`src/rtl/fetch_stage.sv`:
```
// Instruction-fetch stage: owns the PC, drives the imem request/ready handshake
// and feeds the fetch/decode register, handling stalls, redirects, misses and HLT.
module fetch_stage #(
  parameter logic [15:0] RESET_PC    = 16'h0000,
  parameter logic [15:0] PC_INC      = 16'h0002,
  parameter logic [3:0]  HALT_OPCODE = 4'hF,
  parameter logic [15:0] NOP_INSTR   = 16'h0000
) (
  input  logic        clk,
  input  logic        rst,
  input  logic        stall,
  input  logic        redirect_valid,
  input  logic [15:0] redirect_pc,
  output logic        imem_req,
  output logic [15:0] imem_addr,
  input  logic        imem_rdy,
  input  logic [15:0] imem_data,
  output logic [15:0] curr_pc,
  output logic [15:0] next_pc,
  output logic [15:0] curr_instr,
  output logic        fd_enable,
  output logic        fd_flush,
  output logic        halted
);

  typedef enum logic [1:0] {
    S_FETCH = 2'd0,
    S_MISS  = 2'd1,
    S_HOLD  = 2'd2,
    S_HALT  = 2'd3
  } state_t;

  state_t      state, state_d;
  logic [15:0] pc, pc_d;
  logic        pend, pend_d;
  logic [15:0] pend_pc, pend_pc_d;
  logic [15:0] ibuf, ibuf_d;
  logic [15:0] seq_pc;

  assign seq_pc    = pc + PC_INC;
  assign imem_addr = pc;
  assign curr_pc   = pc;
  assign next_pc   = seq_pc;

  // Next-state and combinational outputs.
  always_comb begin
    state_d    = state;
    pc_d       = pc;
    pend_d     = pend;
    pend_pc_d  = pend_pc;
    ibuf_d     = ibuf;
    imem_req   = 1'b1;
    curr_instr = NOP_INSTR;
    fd_enable  = 1'b1;
    fd_flush   = 1'b0;
    halted     = 1'b0;

    case (state)
      S_FETCH: begin
        if (redirect_valid) begin
          pc_d     = redirect_pc;
          fd_flush = 1'b1;
        end else if (stall) begin
          fd_enable = 1'b0;
        end else if (imem_rdy) begin
          curr_instr = imem_data;
          if (imem_data[15:12] == HALT_OPCODE) state_d = S_HALT;
          else                                 pc_d    = seq_pc;
        end else begin
          state_d = S_MISS;
        end
      end

      S_MISS: begin
        fd_enable = ~stall;
        if (redirect_valid) fd_flush = 1'b1;
        // A redirect seen during the miss makes the returning word wrong-path.
        if (imem_rdy && (pend || redirect_valid)) begin
          pc_d    = redirect_valid ? redirect_pc : pend_pc;
          pend_d  = 1'b0;
          state_d = S_FETCH;
        end else if (redirect_valid) begin
          pend_d    = 1'b1;
          pend_pc_d = redirect_pc;
        end else if (imem_rdy && !stall) begin
          curr_instr = imem_data;
          if (imem_data[15:12] == HALT_OPCODE) begin
            state_d = S_HALT;
          end else begin
            pc_d    = seq_pc;
            state_d = S_FETCH;
          end
        end else if (imem_rdy) begin
          ibuf_d  = imem_data;
          state_d = S_HOLD;
        end
      end

      S_HOLD: begin
        imem_req  = 1'b0;
        fd_enable = ~stall;
        if (redirect_valid) begin
          pc_d     = redirect_pc;
          fd_flush = 1'b1;
          state_d  = S_FETCH;
        end else begin
          curr_instr = ibuf;
          if (!stall) begin
            if (ibuf[15:12] == HALT_OPCODE) begin
              state_d = S_HALT;
            end else begin
              pc_d    = seq_pc;
              state_d = S_FETCH;
            end
          end
        end
      end

      S_HALT: begin
        imem_req  = 1'b0;
        halted    = 1'b1;
        fd_enable = ~stall;
        if (redirect_valid) begin
          pc_d     = redirect_pc;
          fd_flush = 1'b1;
          state_d  = S_FETCH;
        end
      end

      default: state_d = S_FETCH;
    endcase
  end

  always_ff @(posedge clk) begin
    if (rst) begin
      state   <= S_FETCH;
      pc      <= RESET_PC;
      pend    <= 1'b0;
      pend_pc <= 16'h0000;
      ibuf    <= 16'h0000;
    end else begin
      state   <= state_d;
      pc      <= pc_d;
      pend    <= pend_d;
      pend_pc <= pend_pc_d;
      ibuf    <= ibuf_d;
    end
  end

endmodule

```
`config.mk`:
```
export PLATFORM = sky130hd
export DESIGN_NAME = fetch_stage
export DESIGN_NICKNAME = d
export VERILOG_FILES = /design/src/rtl/fetch_stage.sv
export SDC_FILE = /design/constraint.sdc
export NUM_CORES = 1
export LEC_CHECK = 0
export CAP_MARGIN = 30
export CORE_MARGIN = 8
export CORE_UTILIZATION = 49
export CTS_CLUSTER_DIAMETER = 150
export DETAILED_ROUTE_END_ITERATION = 16
export GPL_TIMING_DRIVEN = 1
export PLACE_DENSITY = 0.82
export SLEW_MARGIN = 20
export SYNTH_ARGS = -nofsm -noshare
export SYNTH_HDL_FRONTEND = slang
export SYNTH_SLANG_ARGS = --single-unit
```
`constraint.sdc`:
```
create_clock -name clk -period 2.7 [get_ports clk]
set_input_delay 0.54 -clock clk [delete_from_list [all_inputs] [get_ports clk]]
set_output_delay 0.54 -clock clk [all_outputs]
set_load 0.005 [all_outputs]
```
==> flow_results.org <==
** Drt
- After the first detailed-routing iteration, the DRC count stood at 514.
- Once detail routing completed, the nets flagged for antenna violations numbered 0.
- Routed WL :: 13.2 mm
- Total via count after detailed routing :: 4251
- In the final routed layout, each cell accounts on average for 19.1 um.
- Number of vias per cell :: 6.15
- The first detailed-routing pass ran for 5 iterations.
- In the routed design, unresolved DRC markers number 0.

** Yosys
- After synthesis, the largest family of logic cells by area is compound AO/OA/AOI/OAI gates.
- Count of warnings emitted by yosys :: 0
- Post-synth top area share :: 26.5%
- Yosys top cell by area :: sky130_fd_sc_hd__dfxtp_1
- For this run, asynchronously set or reset flops after synthesis account for 0%.
- Synth Area in XOR/XNOR :: 4.71%
- The synthesized netlist devotes 22.4% of its cell area to simple gates.
- For this run, the leading register cell type out of synthesis is sky130_fd_sc_hd__dfxtp_1.
- The share of the Yosys chip area taken by registers is 26.5%.
- The synthesized design contains 51 register bits.
- The cell count after synthesis came out at 489.
- Post-synth top cells :: 60 x sky130_fd_sc_hd__nand2_1, 51 x sky130_fd_sc_hd__dfxtp_1, 45 x sky130_fd_sc_hd__nor2_1
- Dominant cell by count in the synthesized netlist :: sky130_fd_sc_hd__nand2_1
- A synthesized cell averages 7.88 um^2.
- Summing every instance area after synthesis gives 3850 um^2.
- Post-Synthesis Net Count :: 531
- Cell types occupying the most area after synthesis :: sky130_fd_sc_hd__dfxtp_1 26%, sky130_fd_sc_hd__nand2_1 5.8%, sky130_fd_sc_hd__buf_4 5.5%, sky130_fd_sc_hd__a21oi_1 4.8%, sky130_fd_sc_hd__mux2i_1 4.7%
- Of the total synthesized cell area, the portion taken by full adders, half adders and majority gates is 1.62%.
- Synthesis instantiated 79 different standard cells from the library.
- Number of enable flip-flop cells after synthesis :: 0
- Measured against the total synthesized area, the mux share comes to 4.97%.
- Summing the areas of all compound-gate instances in the mapped netlist gives 28.8% of the synthesized area.

** Layout
- Antenna Cells :: 0
- Area added between synthesis and finish :: 35.0%
- Summing all multi-input logic gate instances after layout gives 2440 um^2.
- Final standard cell utilization of the core :: 67.7%
- Counting the fill cells in the layout gives 638.
- After the last flow step, the layout net total stands at 630.
- Sequential cell area :: 1030 um^2
- Share of layout cells above drive strength 1 :: 16.8%

** Clocking
- Clock tree sinks :: 51
- CTS H-tree lvls :: 2
- Buffers inserted during clock tree synthesis total 5.
- After clock tree synthesis, the clock-pin slew on the worst setup and hold paths is 0.10 ns.
- TritonCTS built the clock tree.
- Clock Tree Root :: sky130_fd_sc_hd__clkbuf_8
- At the later pin of the worst-skew pair, clock insertion delay measures 0.31 ns.
- Longest Clk Path Bufs :: 2

** Worst setup path
- The worst setup path is of the reg -> out kind.
- Worst Path Max Fanout :: 6
- STA classifies the critical path startpoint as a register.
- At the worst endpoint, the arrival time is 2.09 ns.
- Internal reg-to-reg setup slack :: 0.33 ns
- Required time of the critical path :: 2.16 ns
- The worst setup path is captured at an output pin.

** Floorplan
- In this run the count of I/O pins placed on the die edge is 105.
- Core Area :: 7690 um^2
- The die is 105 um wide.
- Number of cell rows :: 32
- Die area :: 11000 um^2
- Die height :: 105 um
- Initial core utilization :: 50.1%

** Pwr
- Clock share of power :: 11.9%
- NetSw :: 1.70 mW
- Sequential group share of total power :: 25.8%
- Share of total power in combinational logic :: 62.3%
- Leakage power :: 1.98 nW
- Summing internal, switching and leakage power gives 4.11 mW.
- Worst voltage drop across the vdd grid :: 0.405 mV
- Switching power share of the total :: 41.4%
- Total internal power :: 2.41 mW
- Dividing total power by cell area gives a power density of 791 nW/um^2.

** GRT
- Global routing used 23.2% of the available tracks across all layers.
- Via count of the first global-routing pass :: 4107
- Global routing finished with a remaining overflow of 0.
- Maximum number of pins on one net before global-route repair :: 42
- The first global-routing pass estimated 21.3 mm of wire.
- The initial antenna violation count came to 0.

** STA
- Based on the critical path, the design can be clocked at up to 0.380 GHz.
- Setup violations remaining at the end of the flow were counted as 0.
- Crit path time final :: 2.63 ns
- Slew at the pin closest to its max-slew limit :: 0.552 ns
- Minimum hold slack :: 0.465 ns
- Max-slew violation count :: 0
- Across the routed clock network, the largest skew measured is 0.00329 ns.
- In this run the tightest slew margin relative to its limit is 63.1%.
- Post-Route Setup TNS :: 0 ns
- The number of hold violations in the final report was 0.
- Setup repair after global routing missed its margin :: no
- Dividing the final minimum period by the clock period gives 97.5%.

** Placement
- DP Wirelength :: 9.73 mm
- Routability-driven placement finished with a final weighted congestion of 0.948.
- Number of buffer cells added on primary ports :: 104

** Worst hold path
- Class of the tightest hold or removal check :: reg -> reg

** Run status
- Run status :: finished, final reports clean

** Flow run
- Max-capacitance violation count :: 0
==> worst max-delay path: stages (launching register included) <==
cell,delay (ns)
sky130_fd_sc_hd__dfxtp_4,0.39
sky130_fd_sc_hd__ha_2,0.21
sky130_fd_sc_hd__nand4_1,0.08
sky130_fd_sc_hd__buf_4,0.18
sky130_fd_sc_hd__o21a_1,0.17
sky130_fd_sc_hd__or2_2,0.30
sky130_fd_sc_hd__clkdlybuf4s50_1,0.45
==> cell families after synthesis <==
kind of cell	after synthesis
flip-flops	51
multiplexers	19
AND/OR/NAND/NOR	172
AO/OA/AOI/OAI	150
buffers and inverters	73
XOR/XNOR	19
adder cells (fa/ha/maj)	5
==> path summary, 6_finish.rpt <==
| path | start | end | cells after the start |
|---|---|---|---|
| max | curr_pc[1] | next_pc[9] | 6 |
| min | pend_pc[8] | pend_pc[8] | 2 |
| max reg2reg | state[1] | curr_pc[12] | 8 |
| min reg2reg | pend_pc[8] | pend_pc[8] | 2 |
==> power by group through the flow <==
stage	Clock [mW]	Combinational, mW	Sequential [mW]
after floorplan	0	1.44	1.04
after detailed placement	0	2.50	1.06
after global routing	0.526	2.74	1.08
after CTS	0.493	2.52	1.04
final	0.490	2.56	1.06
after global placement	0	2.43	1.05
==> cell usage in the layout, fill, tap and decap left out, drive strengths merged, types with 4 or more instances in the layout <==
master         netlist  layout
nor2                45      45
nand2b               4       4
nand3               16      16
clkdlybuf4s15        0       6
ha                   5       5
inv                 11      11
dlygate4sd2          0      11
a32oi                4       4
nor3                 9       9
o211ai               6       6
buf                 46      50
dfxtp               51      51
nand4               10      10
a31oi                4       4
xor2                 5       5
a22oi               17      17
and4                 5       5
clkdlybuf4s50        0      85
and2                 4       4
a221oi               9       9
a21o                 4       4
xnor2               14      14
or2                  5       5
a21oi               37      37
mux2i               18      18
o21a                 6       6
clkbuf              16       7
nand2               60      60
o21ai               25      25
==> what timing repair did <==
action                                  4_1_cts  5_1_grt
pin swaps                                     4        1
hold buffers                                  0        0
gates resized for setup                      35       13
cloned                                        1        0
buffers inserted                              4        0
endpoints found under the setup margin       29       26
==> metal layers <==
layer | track usage [%] | part of all wire, % | wire length (um) | vias up
li1 | - | - | - | 1955
met1 | 28.7 | 41 | 5420 | 2042
met2 | 39.3 | 49 | 6430 | 228
met3 | 4.30 | 8.3 | 1100 | 26
met4 | 8.26 | 2.0 | 266 | 0
met5 | 0 | 0 | 0 | -
==> layout make-up <==
cell class,count,share of cell area (%)
timing repair buffer,154,28.3
clock inverter,2,0.313
sequential,51,19.7
multi-input combinational,365,46.9
inverter,11,0.794
clock buffer,6,1.59
tap,102,2.45
==> state kept, by name, summed over array words and instances, names as in the netlist <==
name	flops
pend	1
curr_pc	16
pend_pc	16
state	2
ibuf	16
==> per-stage QoR <==
| stage | instance area [um^2] | setup WS, ns | cells |
|---|---|---|---|
| after global placement | 5010 | -0.225 | 678 |
| final | 5200 | 0.0679 | 691 |
| after global routing | 5200 | 0.000573 | 691 |
| after CTS | 5170 | 0.0195 | 691 |
| after detailed placement | 5010 | -0.313 | 678 |
| after floorplan | 3850 | 0.557 | 489 |
No activity file was read; power rests on OpenSTA's default activity.
